File: src/rtl/uart_rx_fifo_param_if.sv
// Bus between the UART byte receiver, the receive FIFO and the write-back datapath.
// The master drives the strobes and data; the slave (the FIFO) returns the head word and status.
interface uart_rx_fifo_param_if #(
  parameter int WIDTH = 32,
  parameter int DEPTH = 4
);
  localparam int CW = $clog2(DEPTH) + 1;

  logic             push;
  logic [WIDTH-1:0] data_in;
  logic             pop;
  logic             clear_flags;
  logic [WIDTH-1:0] data_out;
  logic             empty;
  logic             full;
  logic             almost_full;
  logic [CW-1:0]    count;
  logic             overflow;
  logic             underflow;

  modport master (
    output push, data_in, pop, clear_flags,
    input  data_out, empty, full, almost_full, count, overflow, underflow
  );

  modport slave (
    input  push, data_in, pop, clear_flags,
    output data_out, empty, full, almost_full, count, overflow, underflow
  );
endinterface

File: src/rtl/uart_rx_fifo_param.sv
// Parametrised first-word-fall-through receive FIFO with occupancy, almost-full,
// sticky overflow/underflow and a selectable full-policy (drop-newest or overwrite-oldest).
module uart_rx_fifo_param #(
  parameter int WIDTH     = 32,
  parameter int DEPTH     = 4,
  parameter int AF_LEVEL  = DEPTH - 1,
  parameter int OVERWRITE = 0
) (
  input  logic                  clk,
  input  logic                  reset,
  uart_rx_fifo_param_if.slave   bus
);
  localparam int              AW      = $clog2(DEPTH);
  localparam int              CW      = AW + 1;
  localparam logic [CW-1:0]   DEPTH_C = CW'(DEPTH);
  localparam logic [CW-1:0]   AF_C    = CW'(AF_LEVEL);
  localparam logic            OVW_C   = 1'(OVERWRITE != 0);

  logic [WIDTH-1:0] r_mem [DEPTH];
  logic [AW-1:0]    r_wr_ptr;
  logic [AW-1:0]    r_rd_ptr;
  logic [CW-1:0]    r_count;
  logic             r_overflow;
  logic             r_underflow;

  logic             w_empty;
  logic             w_full;
  logic             w_wr_en;
  logic             w_rd_en;
  logic             w_ovf_set;
  logic             w_unf_set;
  logic [CW-1:0]    w_count_nxt;

  // Accept/ignore decision for push and pop, flag events and next occupancy.
  always_comb begin
    w_empty     = (r_count == {CW{1'b0}});
    w_full      = (r_count == DEPTH_C);
    // When full without a pop, a push only lands under the overwrite policy, and then evicts the head.
    w_wr_en     = bus.push & (~w_full | bus.pop | OVW_C);
    w_rd_en     = (bus.pop & ~w_empty) | (bus.push & w_full & ~bus.pop & OVW_C);
    w_ovf_set   = bus.push & w_full & ~bus.pop;
    w_unf_set   = bus.pop & w_empty;
    w_count_nxt = r_count;
    if (w_wr_en && !w_rd_en) begin
      w_count_nxt = r_count + CW'(1);
    end else if (!w_wr_en && w_rd_en) begin
      w_count_nxt = r_count - CW'(1);
    end else begin
      w_count_nxt = r_count;
    end
  end

  // Storage array write port; contents are deliberately left unreset.
  always_ff @(posedge clk) begin
    if (w_wr_en) begin
      r_mem[r_wr_ptr] <= bus.data_in;
    end
  end

  // Pointers, occupancy and sticky flags.
  always_ff @(posedge clk or posedge reset) begin
    if (reset) begin
      r_wr_ptr    <= {AW{1'b0}};
      r_rd_ptr    <= {AW{1'b0}};
      r_count     <= {CW{1'b0}};
      r_overflow  <= 1'b0;
      r_underflow <= 1'b0;
    end else begin
      if (w_wr_en) begin
        r_wr_ptr <= r_wr_ptr + AW'(1);
      end
      if (w_rd_en) begin
        r_rd_ptr <= r_rd_ptr + AW'(1);
      end
      r_count     <= w_count_nxt;
      r_overflow  <= w_ovf_set | (r_overflow & ~bus.clear_flags);
      r_underflow <= w_unf_set | (r_underflow & ~bus.clear_flags);
    end
  end

  assign bus.empty       = w_empty;
  assign bus.full        = w_full;
  assign bus.almost_full = (r_count >= AF_C);
  assign bus.count       = r_count;
  assign bus.overflow    = r_overflow;
  assign bus.underflow   = r_underflow;
  assign bus.data_out    = w_empty ? {WIDTH{1'b0}} : r_mem[r_rd_ptr];

endmodule

File: src/flat_wrapper.sv
// flat-port wrapper written by rule: the top's interface ports become plain ports
module uart_rx_fifo_param_flat 
#(
  parameter int WIDTH     = 32,
  parameter int DEPTH     = 4,
  parameter int AF_LEVEL  = DEPTH - 1,
  parameter int OVERWRITE = 0
)
  (clk, reset, bus_push, bus_data_in, bus_pop, bus_clear_flags, bus_data_out, bus_empty, bus_full, bus_almost_full, bus_count, bus_overflow, bus_underflow);
  uart_rx_fifo_param_if #(.WIDTH(WIDTH), .DEPTH(DEPTH)) bus_i ();
  input  logic clk;
  input  logic reset;
  input wire logic [$bits(bus_i.push)-1:0] bus_push;
  input wire logic [$bits(bus_i.data_in)-1:0] bus_data_in;
  input wire logic [$bits(bus_i.pop)-1:0] bus_pop;
  input wire logic [$bits(bus_i.clear_flags)-1:0] bus_clear_flags;
  output wire logic [$bits(bus_i.data_out)-1:0] bus_data_out;
  output wire logic [$bits(bus_i.empty)-1:0] bus_empty;
  output wire logic [$bits(bus_i.full)-1:0] bus_full;
  output wire logic [$bits(bus_i.almost_full)-1:0] bus_almost_full;
  output wire logic [$bits(bus_i.count)-1:0] bus_count;
  output wire logic [$bits(bus_i.overflow)-1:0] bus_overflow;
  output wire logic [$bits(bus_i.underflow)-1:0] bus_underflow;
  assign bus_i.push = bus_push;
  assign bus_i.data_in = bus_data_in;
  assign bus_i.pop = bus_pop;
  assign bus_i.clear_flags = bus_clear_flags;
  assign bus_data_out = bus_i.data_out;
  assign bus_empty = bus_i.empty;
  assign bus_full = bus_i.full;
  assign bus_almost_full = bus_i.almost_full;
  assign bus_count = bus_i.count;
  assign bus_overflow = bus_i.overflow;
  assign bus_underflow = bus_i.underflow;
  uart_rx_fifo_param #(.WIDTH(WIDTH), .DEPTH(DEPTH), .AF_LEVEL(AF_LEVEL), .OVERWRITE(OVERWRITE)) u_core (.clk(clk), .reset(reset), .bus(bus_i));
endmodule
File: config.mk
export PLATFORM = sky130hd
export DESIGN_NAME = uart_rx_fifo_param_flat
export DESIGN_NICKNAME = d
export VERILOG_FILES = /design/src/rtl/uart_rx_fifo_param_if.sv /design/src/rtl/uart_rx_fifo_param.sv /design/src/flat_wrapper.sv
export SDC_FILE = /design/constraint.sdc
export NUM_CORES = 1
export LEC_CHECK = 0
export BUFFER_PORTS_ARGS = -buffer_cell sky130_fd_sc_hd__buf_2
export CAP_MARGIN = 20
export CORE_ASPECT_RATIO = 0.6
export CORE_UTILIZATION = 43
export CTS_CLUSTER_DIAMETER = 50
export CTS_CLUSTER_SIZE = 20
export DETAILED_ROUTE_END_ITERATION = 12
export PLACE_DENSITY = 0.6
export RECOVER_POWER = 25
export SETUP_SLACK_MARGIN = 0.1
export SYNTH_ARGS = -nofsm -noshare
export SYNTH_HDL_FRONTEND = slang
export SYNTH_SLANG_ARGS = --single-unit
File: constraint.sdc
create_clock -name clk -period 3.3 [get_ports clk]
set_clock_uncertainty 0.05 [all_clocks]
set_input_delay 0.66 -clock clk [delete_from_list [all_inputs] [get_ports clk]]
set_output_delay 0.66 -clock clk [all_outputs]
set_load 0.02 [all_outputs]
* Word-level counts from Yosys, hierarchy flattened
Memories as Yosys holds them, arrays and structs flattened.
Index checks and enable logic that the tools add are counted.
** Word-level totals
- Register bits :: 9
- Bits in writable memories :: 128
- Input port bits :: 37
- Memories :: 1
- Logic and storage cells :: 37
- Output and inout port bits :: 40
** Operators by class
- Equality and inequality tests :: 1
- Mux-type cells :: 5
- Add/subtract/negate cells :: 4
- $lt $le $gt $ge :: 1
- Reduce and logical (&&, ||, !) cells :: 6
- Bitwise logic cells :: 14
** Memories
- u_core.r_mem :: depth 4, width 32, rd ports 1, clocked after Yosys merged registers in 0, write ports 1, RTL line uart_rx_fifo_param.sv:19 : logic [WIDTH-1:0] r_mem [DEPTH];
** Operators by type and width (number)
- 32-bit 2-to-1 mux :: 1
- 1-bit AND :: 7
- 3-bit 2-to-1 mux :: 2
- 2-bit by 1-bit adder with 2-bit output, second input constant :: 2
- 1-bit inverter :: 4
- 3-bit by 1-bit adder with 3-bit output, second input constant :: 1
- 3-bit equality test, second input constant :: 1
- 3-bit by 2-bit >= comparator with 1-bit output, second input constant :: 1
- 3-bit zero test :: 1
- 1-bit OR :: 3
- 3-bit by 1-bit subtractor with 3-bit output, second input constant :: 1
- 1-bit logical AND :: 2
- 1-bit zero test :: 2
- 1-bit 2-to-1 mux :: 2
- 2-bit nonzero test :: 1

* Depth between registers and ports, before layout
Gate-level depths: netlist of run 1.
- Depth after elaboration :: 8
- Depth in mapped cells :: 8
- Depth with buffers taken out :: 8

* Worst setup path before layout of run 1
Ideal clock, no wire load.
- Kind :: reg-to-output
- Start :: reg u_core.r_count[1], in the netlist u_core.bus.count[1]
- End :: out bus_data_out[11]
- Data arrival time :: 1539 ps
- Slack :: 1051 ps
- Buffers on the path :: 1
- Required time :: 2590 ps
- Cell stages (with the launch flop) :: 4
- Cells stage by stage :: dfrtp_1 > nor3_2 > clkbuf_1 > nor2b_1
** On the way
- Word-level cells in the longest chain between the ends :: 2
** Ends and longest elaborated chain
- from (decl) :: RTL line uart_rx_fifo_param.sv:22 : logic [CW-1:0] r_count;
- from (signal assigned) :: RTL line uart_rx_fifo_param.sv:65 : r_count <= {CW{1'b0}};
- from (signal assigned) :: RTL line uart_rx_fifo_param.sv:75 : r_count <= w_count_nxt;
- 3-bit zero test :: RTL line uart_rx_fifo_param.sv:36 : w_empty = (r_count == {CW{1'b0}});
- via bus_empty :: RTL line flat_wrapper.sv:18 : output wire logic [$bits(bus_i.empty)-1:0] bus_empty;
- 32-bit 2-to-1 mux :: RTL line uart_rx_fifo_param.sv:87 : assign bus.data_out = w_empty ? {WIDTH{1'b0}} : r_mem[r_rd_ptr];
- to (decl) :: RTL line flat_wrapper.sv:17 : output wire logic [$bits(bus_i.data_out)-1:0] bus_data_out;
The timed path passes the listed nets, and every way through them passes these cells.

* Worst setup path after layout of run 1
- Start :: reg u_core.r_rd_ptr[0]
- End :: out bus_data_out[25]
** On the way
- Word-level cells in the longest chain between the ends :: 2
** Ends and longest elaborated chain
- from (decl) :: RTL line uart_rx_fifo_param.sv:21 : logic [AW-1:0] r_rd_ptr;
- from (signal assigned) :: RTL line uart_rx_fifo_param.sv:64 : r_rd_ptr <= {AW{1'b0}};
- from (signal assigned) :: RTL line uart_rx_fifo_param.sv:73 : r_rd_ptr <= r_rd_ptr + AW'(1);
- memory read 4 x 32 bit
- 32-bit 2-to-1 mux :: RTL line uart_rx_fifo_param.sv:87
Every way passes these cells.

==> impl_results.md, run 1 <==
* M1 GR Usage at 23.37%
* Final Hold Viols at 0
* Routed WL at 9.873 mm
* Clock transition at path regs at 0.06 ns
* Number of setup buffers added after CTS at 0
* Min-Delay Path Class: input port to async pin
* Multi-input logic area at roughly 1200 um2
* Mapped Cells at 249
* CTS buffer count at 17
* GPL Wtd Cong at roughly 0.67
* Initial Util at 44.20%
* Ant. Diodes at 0
* Synth unique cells at 24
* Area added between synthesis and finish at 22.78%
* Cts hold-fix bufs at 0
* Sequential-to-total area share from yosys stat at 76.07%
* Yosys warnings at 0
* Gr usage total at 17.02%
* Critical path class: flop to output port
* Filler cells at 980
* Synthesized area per cell at 21.48 um2
* Crit end category: output port
* CTS H-tree depth at 4
* Number of global-route vias before repair at 2674
* Pwr Density at 1003 nW/um2
* #FFs+latches synth at 137
* Total Power at 6.590 mW
* Slew @ Worst Pin at 0.5679 ns
* Crit path max fanout at 12
* Wirelength per Cell at roughly 19 um
* Die area at 12900 um2
* Longest Clk Path Bufs at 2
* # DRC at 0
* Number of max-cap violations at 0
* LEAKAGE at 2.336 nW
* Routed vias at around 2600
* Synth Cell Area at 5349 um2
* Routed Antenna Nets at 0
* RSZ-0062 raised after global routing: false
* Root buffer cell: clkbuf_16
* FF+latch area at 4071 um2
* DRT Pass-1 Iters at 4
* Arrival time worst endpoint at approximately 2.2 ns
* Initial antenna violation count at 0
* GRT Max-Usage Layer: met2
* Slew margin rel. at 62.14%
* Final period util at 87.43%
* Worst vdd rail ir drop at 483.1 uV
* First-pass GRT wire length at about 15 mm
* Min Clock Period, post-route at 2.885 ns
* Type of origin of the critical path: flop
* Clk_lat worst skew at 0.40 ns
* Met3 global-route usage at about 6%
* Fmax achieved at 0.3466 GHz
* Final HPWL DP at ~6.2 mm
* Share of cells above drive strength 1 at 39.50%
* Fin nets at 387
* GR Util met2 at between 20% and 30%
* Final setup fails at 0
* CTS tree: yes
* Post-Syn Nets at 292
* DIE WIDTH at 146.0 um
* Cts repair resizes at 0
* Chip height at 88.39 um
* Via density at 4.950
* Required time of the critical path at 2.59 ns
* Io pins at 77
* Port bufs at 76
* Setup TNS at 0 ns
* Slew Viols, Final at 0
* Status: completed
* Core area at about 12000 um2
* Largest net degree at the start of global routing at 22
* Initial DRC count at 136
* Total clock sinks at 137
* Total grt overflow at 0
* Cell row count at 31
## Yosys cell counts, drive strengths merged
cell type | number | area, um2
ha | 5 | 62.56
a21o | 1 | 8.760
o32ai | 1 | 8.760
and2 | 4 | 30.03
nand2 | 2 | 7.510
o21a | 1 | 15.01
nor3 | 1 | 10.01
clkbuf | 4 | 15.01
xnor2 | 3 | 26.28
mux2 | 2 | 26.27
nor2b | 32 | 200.2
fa | 1 | 20.02
or3b | 1 | 11.26
mux4 | 32 | 720.7
nand2b | 1 | 6.260
o21ai | 1 | 5.000
inv | 8 | 30.03
xor2 | 3 | 26.28
buf | 7 | 42.54
edfxtp | 128 | 3844
dfrtp | 9 | 225.2
nor2 | 2 | 7.510
## power by group
part | switching, mW | internal [mW] | leakage [nW]
Combinational | 1.25 | 0.988 | 0.769
Sequential | 0.192 | 2.30 | 1.28
Clock | 0.685 | 1.18 | 0.287
Total | 2.13 | 4.47 | 2.34
## metal layers
metal,share of wire [%],wire (um),vias up
met5,0,0,-
met4,0.74,73,0
met3,5.9,578,9
met2,45,4455,69
met1,48,4765,1327
li1,-,-,1179
## critical path, stage by stage, from the launching register on
cell and delay [ns]:
dfrtp_2 0.64, buf_4 0.27, mux4_2 0.51, nor2b_1 0.17, buf_2 0.17
## path summary, 6_finish.rpt
kind / slack, ns / cells after the start / to / start
max in group asynchronous: 2.74 / 2 / u_core.r_rd_ptr[0] / reset
max: 0.41 / 4 / bus_data_out[25] / u_core.r_rd_ptr[0]
min: 0.17 / 2 / u_core.bus.count[1] / reset
min in group clk: 0.40 / 2 / u_core.bus.overflow / bus_clear_flags
min reg2reg: 0.46 / 2 / u_core.bus.overflow / u_core.bus.overflow
max reg2reg: 1.00 / 9 / u_core.bus.count[2] / u_core.bus.count[0]
## layout make-up
| cell class | instances | share of cell area (%) |
|---|---|---|
| clock inverter | 14 | 2.381 |
| timing repair buffer | 87 | 7.239 |
| inverter | 8 | 0.4572 |
| tap | 165 | 3.143 |
| sequential | 137 | 61.99 |
| multi-input combinational | 93 | 18.25 |
| clock buffer | 18 | 6.535 |
## cells in the final DEF (no fill, tap or decap), types with 2 or more instances in the layout
master,instances
buf_4,8
edfxtp_1,128
nor2_1,2
clkinv_2,6
clkbuf_1,21
xor2_1,3
buf_12,3
xnor2_1,3
dfrtp_1,7
dfrtp_2,2
nand2_1,2
nor2b_1,32
mux4_2,32
inv_1,8
clkinvlp_4,2
clkbuf_16,17
ha_1,5
buf_2,56
bufinv_16,3
and2_2,4
clkinv_4,2
## state kept, by name, indices dropped and copies added (netlist names)
| name | flops |
|---|---|
| u_core.r_mem | 128 |
| u_core.bus.count | 3 |
| u_core.r_rd_ptr | 2 |
| u_core.r_wr_ptr | 2 |
| u_core.bus.overflow | 1 |
| u_core.bus.underflow | 1 |
## metrics by stage
step / util, % / cell area, um2 / instances / setup WS, ns / hold WS [ns]
floorplan: - / 5349 / 249 / 1.051 / 0.4379
global placement: 49.64 / 6007 / 490 / 0.8278 / 0.4450
detailed placement: 49.64 / 6007 / 490 / 0.7951 / 0.4636
CTS: 54.48 / 6593 / 522 / 0.3443 / 0.1636
global route: 54.27 / 6568 / 522 / 0.3002 / 0.1837
finish: 54.27 / 6568 / 522 / 0.4148 / 0.1652
## kinds of logic after synthesis
family | after synthesis | share of synthesized area (%)
AO/OA/AOI/OAI | 4 | 0.7016
XOR/XNOR | 6 | 0.9826
adder cells (fa/ha/maj) | 6 | 1.544
AND/OR/NAND/NOR | 43 | 5.100
buffers and inverters | 19 | 1.637
multiplexers | 34 | 13.96
flip-flops | 137 | 76.07
(Power assumes the default switching activity.)
==> run 2: changes to the inputs <==
clock period = 2.8 ns   (was 3.3 ns; I/O delays follow)
==> impl_results.md, run 2 (synthesis gave the netlist of run 1 again) <==
* Final Hold Viols at 0 (unchanged)
* Initial Util at 44.20% (unchanged)
* GPL Wtd Cong at 0.6807 (+1.6%)
* Routed Antenna Nets at 0 (unchanged)
* LEAKAGE at 2.344 nW (+0.34%)
* DRT Pass-1 Iters at 4 (unchanged)
* Total clock sinks at 137 (unchanged)
* Setup TNS at 0 ns (unchanged)
* Critical path class: flop to output port
* Final setup fails at 0 (unchanged)
* Clock share of power at 30.2% (+1.9 points)
* Clock transition at path regs at 0.06 ns (about the same)
* Arrival time worst endpoint at 1.97 ns (-0.21 ns)
* Share of cells above drive strength 1 at 38.98% (-0.51 points)
* Biggest register: u_core.r_mem
* RSZ-0062 raised after global routing: false
* Initial DRC count at 146 (+7.4%)
* Psw at 2.523 mW (+19%)
* Longest Clk Path Bufs at 2 (unchanged)
* Required time of the critical path at 2.19 ns (-0.40 ns)
* Crit end category: output port
* Min-Delay Path Class: input port to async pin
* Chip height at 88.39 um (unchanged)
* First-pass GRT wire length at 14.90 mm (-3.1%)
* Via density at 4.927 (-0.47%)
* Total grt overflow at 0 (unchanged)
* Routed vias at 2562 (-0.85%)
* Root buffer cell: clkbuf_16
* Largest net degree at the start of global routing at 33 (+50%)
* Fmax achieved at approximately 0.39 GHz
* Area added between synthesis and finish at 23.27%
* Die area at 12900 um2 (unchanged)
* Slew @ Worst Pin at 0.9424 ns (+0.3745 ns)
* Worst vdd rail ir drop at 537.3 uV (+11%)
* Switching part of the total at 31.60% (-0.64 points)
* Cell row count at 31 (unchanged)
* CTS tree: yes
* Number of global-route vias before repair at 2595 (-3.0%)
* Min Clock Period, post-route at 2.575 ns
* Final instance area at 6594 um2 (+0.40%)
* Slew margin rel. at 37.17% (-25 points)
* Port bufs at 76 (unchanged)
* CTS buffer count at 17 (unchanged)
* Slew Viols, Final at 0 (unchanged)
* # DRC at 0 (unchanged)
* Routed WL at 9.723 mm (-1.5%)
* Pwr Density at 1211 nW/um2 (+21%)
* Internal Pwr Total at 5.461 mW (+22%)
* DIE WIDTH at 146.0 um (unchanged)
* Status: completed
* Core area at 12100 um2 (unchanged)
* Io pins at 77 (unchanged)
* Clk_lat worst skew at 0.40 ns (about the same)
* Number of max-cap violations at 0 (unchanged)
* Placed cell area at 5949 um2 (-0.96%)
* Cts hold-fix bufs at 0 (unchanged)
* Final HPWL DP at 5.807 mm (-5.6%)
* Most frequent cells in the layout: edfxtp_1, buf_2, mux4_2, nor2b_1, clkbuf_1
* Combinational group share of total power at 33.1% (-0.8 points)
* Fin nets at 384 (-0.78%)
* Crit path max fanout at 9 (-3)
* Type of origin of the critical path: flop
* Initial antenna violation count at 1 (+1)
* CTS H-tree depth at 4 (unchanged)
* Max reg flops at 128 (unchanged)
* Final period util at around nine tenths
* Wirelength per Cell at 18.70 um (-1.1%)
* Most common cell after layout, fill and taps aside: edfxtp_1
* Gr usage total at 16.44% (-0.58 points)
* Reg power frac at 36.7% (-1.1 points)
## run 2: worst max-delay path, stage by stage (launching register included)
cell and delay [ns]:
dfrtp_2 0.45, buf_4 0.26, mux4_2 0.53, nor2b_1 0.15, buf_2 0.17
## run 2: per-layer routing
| metal | GRT usage (%) | vias up | part of all wire, % | wire (um) |
|---|---|---|---|---|
| met4 | 5.492 | 0 | 0.55 | 53 |
| met1 | 22.25 | 1302 | 47 | 4606 |
| met2 | 24.66 | 79 | 46 | 4464 |
| met5 | 0 | - | 0 | 0 |
| li1 | - | 1174 | - | - |
| met3 | 6.495 | 7 | 6.2 | 598 |
## run 2: layout make-up
cell class                      count  area (um2)
Clock buffer                       17       425.4
Fill cell                         971        5508
Inverter                            8       30.03
Sequential cell                   137        4071
Tap cell                          165       206.4
Timing Repair Buffer               84       439.2
Antenna cell                        1       2.502
Clock inverter                     15       220.2
Multi-Input combinational cell     93        1199
## run 2: final timing paths
| check | startpoint | to | slack [ns] | depth (start not counted) |
|---|---|---|---|---|
| setup / recovery | u_core.r_rd_ptr[0] | bus_data_out[24] | 0.22 | 4 |
| min in group clk | bus_clear_flags | u_core.bus.overflow | 0.31 | 2 |
| hold / removal | reset | u_core.bus.count[1] | 0.07 | 2 |
| max in group asynchronous | reset | u_core.r_rd_ptr[0] | 2.33 | 2 |
| hold reg to reg | u_core.bus.overflow | u_core.bus.overflow | 0.47 | 2 |
| setup reg to reg | u_core.bus.count[1] | u_core.bus.count[1] | 0.54 | 6 |
## run 2: power groups by stage
stage	clock network, mW	registers, mW	logic, mW
after floorplan	0	2.88	1.87
after global routing	2.55	2.98	2.87
after detailed placement	0	3.00	2.64
after CTS	2.45	2.94	2.71
final	2.41	2.93	2.64
after global placement	0	2.99	2.62
## run 2: per-stage QoR
step / std cells / setup WS, ns / util, % / total power, mW / hold WS, ns
after floorplan: 249 / 0.5661 / - / 4.751 / 0.3379
after global placement: 484 / 0.5061 / 49.16 / 5.610 / 0.4453
after detailed placement: 484 / 0.4635 / 49.16 / 5.637 / 0.4677
after CTS: 519 / 0.2018 / 54.68 / 8.099 / 0.08088
after global routing: 519 / 0.1378 / 54.47 / 8.391 / 0.09916
final: 520 / 0.2249 / 54.49 / 7.984 / 0.07321
## run 2: timing repair
action / in CTS / in global routing
endpoints found under the setup margin: 14 / 0
buffers inserted: 3 / 0
endpoints found under the hold margin: 0 / 0
resized for setup: 0 / 0
